`config.mk`:
```
export PLATFORM = sky130hd
export DESIGN_NAME = water_cycle_controller
export DESIGN_NICKNAME = d
export VERILOG_FILES = /design/src/rtl/water_cycle_controller.sv
export SDC_FILE = /design/constraint.sdc
export NUM_CORES = 1
export LEC_CHECK = 0
export CORE_ASPECT_RATIO = 1.25
export CORE_UTILIZATION = 50
export CTS_CLUSTER_DIAMETER = 60
export CTS_CLUSTER_SIZE = 8
export DETAILED_ROUTE_END_ITERATION = 7
export DONT_BUFFER_PORTS = 1
export PLACE_DENSITY = 0.76
export SYNTH_ARGS = -nofsm -noshare
export SYNTH_HDL_FRONTEND = slang
export SYNTH_SLANG_ARGS = --single-unit
```
`constraint.sdc`:
```
create_clock -name clk -period 5.34 [get_ports clk]
set_clock_uncertainty 0.2 [all_clocks]
set_input_delay 1.068 -clock clk [delete_from_list [all_inputs] [get_ports clk]]
set_output_delay 1.068 -clock clk [all_outputs]
set_load 0.005 [all_outputs]
```
`src/rtl/water_cycle_controller.sv`:
```
// Fill / wash / drain sequencer driving the inlet and drain valves and the flow monitor.
// Optional macro WFC_RETRY_EN: one RECOVER retry per run before a flow error escalates to FAULT.
module water_cycle_controller #(
  parameter int unsigned FULL_LEVEL  = 800,
  parameter int unsigned EMPTY_LEVEL = 20,
  parameter int unsigned WASH_CYCLES = 100
) (
  input  logic       clk,
  input  logic       reset,
  input  logic       start,
  input  logic       abort,
  input  logic       clear_fault,
  input  logic [9:0] water_level_sensor,
  input  logic       error_flag,
  output logic       mode,
  output logic       mon_reset,
  output logic       inlet_valve,
  output logic       drain_valve,
  output logic       done,
  output logic       fault,
  output logic [2:0] state
);

  localparam logic [2:0] ST_IDLE    = 3'd0;
  localparam logic [2:0] ST_FILL    = 3'd1;
  localparam logic [2:0] ST_WASH    = 3'd2;
  localparam logic [2:0] ST_DRAIN   = 3'd3;
  localparam logic [2:0] ST_DONE    = 3'd4;
  localparam logic [2:0] ST_FAULT   = 3'd5;
  localparam logic [2:0] ST_RECOVER = 3'd6;

  localparam logic [15:0] WASH_LAST = 16'(WASH_CYCLES - 32'd1);

  // Output vector order: mode, mon_reset, inlet_valve, drain_valve, done, fault
  function automatic logic [5:0] decode_outputs(input logic [2:0] st);
    logic [5:0] v;
    case (st)
      ST_FILL:  v = 6'b101000;
      ST_DRAIN: v = 6'b000100;
      ST_DONE:  v = 6'b010010;
      ST_FAULT: v = 6'b010001;
      default:  v = 6'b010000;
    endcase
    return v;
  endfunction

  logic [2:0]  r_state;
  logic [2:0]  w_next_state;
  logic [15:0] r_wash_cnt;
  logic [15:0] w_next_wash_cnt;
  logic [5:0]  r_outputs;
  logic        w_full;
  logic        w_empty;
  logic        w_wash_end;

  // Widened compare so a FULL_LEVEL above the sensor range can never be reached
  assign w_full     = ({22'd0, water_level_sensor} >= FULL_LEVEL);
  assign w_empty    = ({22'd0, water_level_sensor} <= EMPTY_LEVEL);
  assign w_wash_end = (r_wash_cnt == WASH_LAST);

`ifdef WFC_RETRY_EN
  logic       r_retry;
  logic       w_next_retry;
  logic [2:0] r_resume;
  logic [2:0] w_next_resume;
`endif

  // Next-state, wash counter and retry bookkeeping
  always_comb begin
    w_next_state    = r_state;
    w_next_wash_cnt = r_wash_cnt;
`ifdef WFC_RETRY_EN
    w_next_retry    = r_retry;
    w_next_resume   = r_resume;
`endif
    case (r_state)
      ST_IDLE: begin
        if (start) begin
          w_next_state = ST_FILL;
`ifdef WFC_RETRY_EN
          w_next_retry = 1'b0;
`endif
        end else begin
          w_next_state = ST_IDLE;
        end
      end
      ST_FILL: begin
        if (w_full) begin
          w_next_state    = ST_WASH;
          w_next_wash_cnt = 16'd0;
        end else if (error_flag) begin
`ifdef WFC_RETRY_EN
          if (r_retry) begin
            w_next_state = ST_FAULT;
          end else begin
            w_next_state  = ST_RECOVER;
            w_next_retry  = 1'b1;
            w_next_resume = ST_FILL;
          end
`else
          w_next_state = ST_FAULT;
`endif
        end else if (abort) begin
          w_next_state = ST_DRAIN;
        end else begin
          w_next_state = ST_FILL;
        end
      end
      ST_WASH: begin
        if (abort || w_wash_end) begin
          w_next_state    = ST_DRAIN;
          w_next_wash_cnt = 16'd0;
        end else begin
          w_next_wash_cnt = r_wash_cnt + 16'd1;
        end
      end
      ST_DRAIN: begin
        if (w_empty) begin
          w_next_state = ST_DONE;
        end else if (error_flag) begin
`ifdef WFC_RETRY_EN
          if (r_retry) begin
            w_next_state = ST_FAULT;
          end else begin
            w_next_state  = ST_RECOVER;
            w_next_retry  = 1'b1;
            w_next_resume = ST_DRAIN;
          end
`else
          w_next_state = ST_FAULT;
`endif
        end else begin
          w_next_state = ST_DRAIN;
        end
      end
      ST_DONE: w_next_state = ST_IDLE;
      ST_FAULT: begin
        if (clear_fault) begin
          w_next_state = ST_IDLE;
        end else begin
          w_next_state = ST_FAULT;
        end
      end
`ifdef WFC_RETRY_EN
      ST_RECOVER: w_next_state = r_resume;
`endif
      default: w_next_state = ST_IDLE;
    endcase
  end

  // State, counter and output registers; outputs are decoded from the next state so they align with it
  always_ff @(posedge clk) begin
    if (reset) begin
      r_state    <= ST_IDLE;
      r_wash_cnt <= 16'd0;
      r_outputs  <= decode_outputs(ST_IDLE);
    end else begin
      r_state    <= w_next_state;
      r_wash_cnt <= w_next_wash_cnt;
      r_outputs  <= decode_outputs(w_next_state);
    end
  end

`ifdef WFC_RETRY_EN
  // Retry flag and resume phase
  always_ff @(posedge clk) begin
    if (reset) begin
      r_retry  <= 1'b0;
      r_resume <= ST_FILL;
    end else begin
      r_retry  <= w_next_retry;
      r_resume <= w_next_resume;
    end
  end
`endif

  assign state       = r_state;
  assign mode        = r_outputs[5];
  assign mon_reset   = r_outputs[4];
  assign inlet_valve = r_outputs[3];
  assign drain_valve = r_outputs[2];
  assign done        = r_outputs[1];
  assign fault       = r_outputs[0];

endmodule

```
[After elaboration in Yosys (flattened, before gate mapping)]
Cells that the tools add are included.
Storage, ports and cells
  bits of input ports: 16
  bits in registers: 25
  output and inout port bits: 9
  word-level logic and storage cells: 33
Operators by class
  magnitude comparators: 2
  multiplexer cells: 13
  reductions and logical operators: 4
  eq/ne operators: 10
  add/sub/neg operators: 1
Operators by type and width (number)
  two-way mux 16 bit: 2
  one-hot mux 16 bit (2 select lines): 1
  one-hot mux 6 bit (4 select lines): 1
  two-way mux 3 bit: 6
  adder 16 x 1 -> 16 bit, second input constant: 1
  equality test 16 x 7 -> 1 bit, second input constant: 1
  one-hot mux 3 bit (5 select lines): 1
  >= comparator 10 bit, second input constant: 1
  <= comparator 10 x 5 -> 1 bit, second input constant: 1
  equality test 3 x 2 -> 1 bit, second input constant: 3
  equality test 3 bit, second input constant: 3
  equality test 3 x 1 -> 1 bit, second input constant: 2
  zero test 3 bit: 1
  two-way mux 2 bit: 1
  inequality test 2 bit, second input constant: 1
  AND reduction 2 bit: 1
  nonzero test 2 bit: 1
  logical OR 1 bit: 1
  two-way mux 1 bit: 1

[Longest topological paths before layout]
Gate-level depths: netlist of run 1.
  depth after elaboration: 6
  gate-level depth with buffers: 8
  mapped depth without buffers: 6

[Worst setup path after synthesis of run 1]
No wires, ideal clock.
  kind: input to register
  start point: input port water_level_sensor[5]
  end point: register r_wash_cnt[7]
  arrival time: 2.236 ns
  data required time: 5.074 ns
  path slack: 2.838 ns
  library setup time: 0.066 ns
  buffers on the path: 1
  stages: 6
  path through: o311ai_2 > nor3_1 > or3_1 > clkbuf_2 > o211ai_1 > a21boi_2
On the way
  word-level cells in the longest chain between the ends: 3
Ends and longest elaborated chain
  start: declaration: line 13  | input logic [9:0] water_level_sensor,
  >= comparator 10 bit: line 57  | assign w_full = ({22'd0, water_level_sensor} >= FULL_LEVEL);
  inequality test 2 bit (no source line)
  AND reduction 2 bit (no source line)
  end signal: assignment: line 159  | r_wash_cnt <= w_next_wash_cnt;
  end: declaration: line 49  | logic [15:0] r_wash_cnt;
No other way between the ends.
A chain may end at the register's enable or synchronous reset.

[Final worst setup path of run 1]
Same ends and word-level chain as after synthesis.

==> results.toml, run 1 <==
[cts]
cts_max_level = 1
clock_path_buffers = 2
numCtsBuffers = 3
clkTransAtPathRegs_ns = 0.13
cts-root-buf = "clkbuf_4"
cts_resized = 0
cts_sinks = 24
postCtsSetupBuffers = 0
clock_latency_ns = 0.31
ctsHoldBuffers = 0
cts_tree = "done"

[worst_setup_path]
cp.arrival_ns = 2.35
startpoint = "water_level_sensor[5]"
worstSetupStartpointType = "primary input"
r2r_end = "r_wash_cnt[12]"
setup.worst_path.class = "primary input to flop"
r2r_cells = 6
crit_fanout = 7
crit_path_end = "r_wash_cnt[7]"
ff2ff_setup_slack_ns = 3.22
reg2reg_from = "r_wash_cnt[0]"
cp.required_ns = 5.40
critical_path.endpoint_type = "flop"

[detailed_routing]
wirelength_mm = 2.70
drtIter0Drc = 37
wl_per_cell_um = 14.9
vias = 1183
firstDrtPassIters = 4
drc_errors = 0
final_antenna_net_count = 0
via_per_inst = 6.54

[power_and_ir_drop]
swShare_pct = 24.6
p_leak_uw = 0.000485
p_per_area_nw_per_um2 = 288
seqPwrFrac_pct = 53.4
comb_power_share_pct = 12.1
ir_drop_v = 0.000211
intPower_uw = 282
power.switching_uw = 92.4
clkPwrFrac_pct = 34.5

[yosys]
postSynthAreaPerCell_um2 = 8.20
synth_cell_types = 41
syn-cell-area_um2 = 1250
ys_top_cells_by_area = "dfxtp_1 (38%), nor3_1 (4.8%), nand2_1 (4.8%)"
syn_inst = 153
ys_warn_count = 0
ys_seq_area_share_pct = 38.3
synth_edf_count = 0
synth_fp_nets = 170
synth-seq-cells = 24
ys_async_sr_fraction_pct = 0
synth_top_area_share_pct = 38.3
synth_top_cell_by_area = "dfxtp_1"
ys.flop_type = "dfxtp_1"

[grt]
track_usage_pct = 22.1
grt_pass1_wl_mm = 4.51
grt_max_degree = 20
grt_pass1_vias = 1065
grt-ovfl-total = 0
antenna_found_initial = 0

[cells_and_area]
multiInputGateArea_um2 = 716
area_growth_pct = 3.79
ff_latch_area_um2 = 480
layout-drive-gt1-share_pct = 8.00
final_cell_area_um2 = 1300
diodes = 0
fillCellCount = 216
nNetsFinal = 168

[floorplan]
die_y_um = 58.0
initial_core_util_pct = 55.0
io_pins = 25
num_rows = 19
fp.dieW_um = 46.8
core_area_um2 = 2280
die-area_um2 = 2720

[sta]
hold_viol = 0
maxSlewViolCount = 0
finalCritPeriodShare_pct = 42.9
rsz0062_at_grt = "false"
slew_headroom_pct = 60.2
max_freq_mhz = 437
fin_crit_ns = 2.29
fin_tns_setup_ns = 0
setup_violations = 0
worst_pin_slew_ns = 0.593
worst_slack_ns = 3.05

[placement]
port_buffers = 0
place_congestion = 0.863
dp_slack_ns = 2.73
dp_hpwl_mm = 2.03
dpl-instance-area_um2 = 1250

[run]
cap_violations = 0

[worst_hold_path]
min_from = "r_wash_cnt[15]"
hold_class = "flop to flop"

[run_status]
status = "finished, final reports clean"
## cell usage in the layout (no fill, tap or decap), types with 6 or more instances in the layout
cell     count
dfxtp_1     24
nand2_1     16
nor2_1      13
nor3_1      12
nand3_1      9
a31oi_1      8
a21o_1       7
o21ai_0      7
a21oi_1      6
## worst min path at each step
stage	to	depth (start not counted)
finish	r_wash_cnt[15]	1
global route	r_wash_cnt[15]	1
CTS	r_wash_cnt[15]	1
detailed placement	r_wash_cnt[15]	1
global placement	r_wash_cnt[5]	1
floorplan	r_wash_cnt[15]	1
## cell families (layout without fill, tap and decap cells)
family,Yosys count,after routing,share of synthesized area (%)
AND/OR/NAND/NOR,69,69,28.0
AO/OA/AOI/OAI,45,45,25.8
flip-flops,24,24,38.3
buffers and inverters,11,8,4.69
XOR/XNOR,2,2,1.40
adder cells (fa/ha/maj),1,1,0.997
multiplexers,1,1,0.798
## flip-flops by register name, summed over array words and instances, names as in the netlist
register and count:
state 3, r_outputs 5, r_wash_cnt 16
## layout make-up
| class | count | share of cell area (%) |
|---|---|---|
| multi-input combinational | 118 | 54.9 |
| inverter | 4 | 1.15 |
| clock buffer | 3 | 1.73 |
| tap | 31 | 2.98 |
| clock inverter | 1 | 2.31 |
| sequential | 24 | 36.9 |
## layer usage
metal / vias to the layer above / part of all wire, % / routed length (um) / track usage (%)
met1: 567 / 42 / 1120 / 25.4
met5: - / 0 / 0 / 0
met2: 46 / 51 / 1380 / 39.7
met4: 0 / 1.4 / 39 / 7.35
li1: 565 / - / - / -
met3: 5 / 5.8 / 156 / 3.74
## stage by stage
step	hold slack, ns	std cells	util (%)	total power, uW
3_5_place_dp	0.284	177	54.8	249
2_1_floorplan	0.239	153	-	243
5_1_grt	0.344	181	57.1	392
6_report	0.300	181	57.1	375
3_3_place_gp	0.286	177	54.8	247
4_1_cts	0.308	181	57.1	377
## power by group through the flow
stage | registers (uW) | clock network (uW) | logic [uW]
after floorplan | 199 | 0 | 44.8
after global placement | 203 | 0 | 43.6
after detailed placement | 204 | 0 | 44.8
after CTS | 200 | 132 | 45.1
after global routing | 202 | 139 | 50.7
final | 200 | 129 | 45.3
## worst max-delay path, stage by stage
cell	delay [ns]
o311ai_2	0.36
nor3_1	0.11
or3_1	0.50
o211ai_1	0.14
a21boi_2	0.17
## Yosys cell counts (all sizes together), types with 3 or more instances
master and count:
nand3 9, nand2b 3, nor4 4, o21ai 7
inv 4, a31oi 8, nand2 17, o211ai 3
buf 4, nor2 13, dfxtp 24, clkbuf 3
o211a 3, nor3 13, a21oi 6, a21o 7
Note: power is estimated with default switching activity, not from simulation.
==> run 2: changes to the inputs <==
Settings changed: PLACE_DENSITY 0.76 to 0.79.
Clock period 5.34 ns to 1.91 ns, I/O delays scaled along.
==> results.toml, run 2 (synthesis gave the netlist of run 1 again) <==
[sta]
worst_pin_slew_ns = 0.453
finalCritPeriodShare_pct = 97.9
worst_slack_ns = 0.0397
hold_viol = 0
slew_headroom_pct = 69.7
max_freq_mhz = 535
fin_crit_ns = 1.87
fin_tns_setup_ns = 0
setup_violations = 0
maxSlewViolCount = 0

[detailed_routing]
vias = 1262
via_per_inst = 6.13
drc_errors = 0
wirelength_mm = 3.05
firstDrtPassIters = 4
wl_per_cell_um = 14.8
drtIter0Drc = 38
final_antenna_net_count = 0

[worst_setup_path]
r2r_end = "r_wash_cnt[14]"
worstSetupStartpointType = "flop"
reg2reg_from = "r_wash_cnt[0]"
cp.arrival_ns = 1.88
r2r_cells = 6
ff2ff_setup_slack_ns = 0.04
crit_fanout = 4
cp.required_ns = 1.92
startpoint = "r_wash_cnt[0]"
setup.worst_path.class = "flop to flop"
critical_path.endpoint_type = "flop"

[cts]
cts_tree = "done"
cts_max_level = 1
clock_path_buffers = 2
numCtsBuffers = 3
clock_latency_ns = 0.32
clkTransAtPathRegs_ns = 0.14
cts_sinks = 24
cts-root-buf = "clkbuf_4"

[floorplan]
num_rows = 19
core_area_um2 = 2280
die_y_um = 58.0
die-area_um2 = 2720
initial_core_util_pct = 55.0
io_pins = 25
fp.dieW_um = 46.8

[worst_hold_path]
min_from = "reset"
hold_class = "primary input to flop"
whs_path_depth = 2
holdPathEnd = "state[0]"

[cells_and_area]
area_growth_pct = 23.8
final_common_cell = "buf_4"
layout-drive-gt1-share_pct = 28.0
layout.cells.most_common_list = "buf_4 (24), dfxtp_1 (18), nand2_1 (15), nor2_1 (13), nor3_1 (11)"
final_cells = 206
top_register = "r_wash_cnt"
nNetsFinal = 193
largest_reg_flops = 16
diodes = 0

[run]
cap_violations = 0

[grt]
grt_pass1_vias = 1261
grt-ovfl-total = 0
grt_pass1_wl_mm = 5.19
grt_max_degree = 16
track_usage_pct = 25.7
antenna_found_initial = 0

[run_status]
status = "finished, final reports clean"

[placement]
dp.cells = 199
dp_hpwl_mm = 2.25
port_buffers = 0
place_congestion = 0.916
dp_slack_ns = -0.000828

[power_and_ir_drop]
p_per_area_nw_per_um2 = 710
p_leak_uw = 0.000627
ir_drop_v = 0.000678
-- run 2: layer usage --
layer	vias to the layer above	wire length [um]	GRT usage, %
met5	-	0	0
met4	0	58	10.2
met3	7	158	5.61
met2	44	1610	45.4
met1	599	1220	28.7
li1	612	-	-
-- run 2: worst max path at each step --
stage,endpoint,cells past startpoint
2_1_floorplan,r_wash_cnt[12],5
3_3_place_gp,r_wash_cnt[12],5
3_5_place_dp,r_wash_cnt[12],4
4_1_cts,r_wash_cnt[12],5
5_1_grt,r_wash_cnt[12],5
6_report,r_wash_cnt[14],6
-- run 2: worst max-delay path, stage by stage (launching register included) --
cell and delay (ns):
dfxtp_2 0.38, ha_4 0.16, nand2_4 0.05, or4_4 0.53, buf_4 0.16, o21ai_0 0.17
a31oi_1 0.11
-- run 2: area by class of cell --
class / instances / area, um^2
timing repair buffer: 25 / 190
fill: 184 / 728
inverter: 4 / 15.0
clock buffer: 3 / 22.5
sequential: 24 / 488
multi-input combinational: 118 / 769
tap: 31 / 38.8
clock inverter: 1 / 30.0
-- run 2: report_power, final --
group / switching, uW / internal, uW / leakage, uW
Combinational: 96.1 / 82.3 / 0.000402
Sequential: 27.4 / 528 / 0.000197
Clock: 158 / 212 / 0.0000279
-- run 2: timing repair --
item / CTS / global route
hold buffers: 1 / 0
gates resized for setup: 3 / 12
pin swaps: 0 / 5
setup endpoints to repair: 3 / 9
setup buffers: 0 / 2
hold endpoints to repair: 2 / 0
-- run 2: metrics by stage --
stage	hold WS, ns	util, %	power [uW]	area (um^2)
6_report	0.0786	68.1	1100	1550
5_1_grt	0.0524	68.1	1160	1550
4_1_cts	0.0672	65.2	1090	1490
3_5_place_dp	0.268	62.2	723	1420
3_3_place_gp	0.260	62.2	713	1420
2_1_floorplan	0.239	-	681	1260
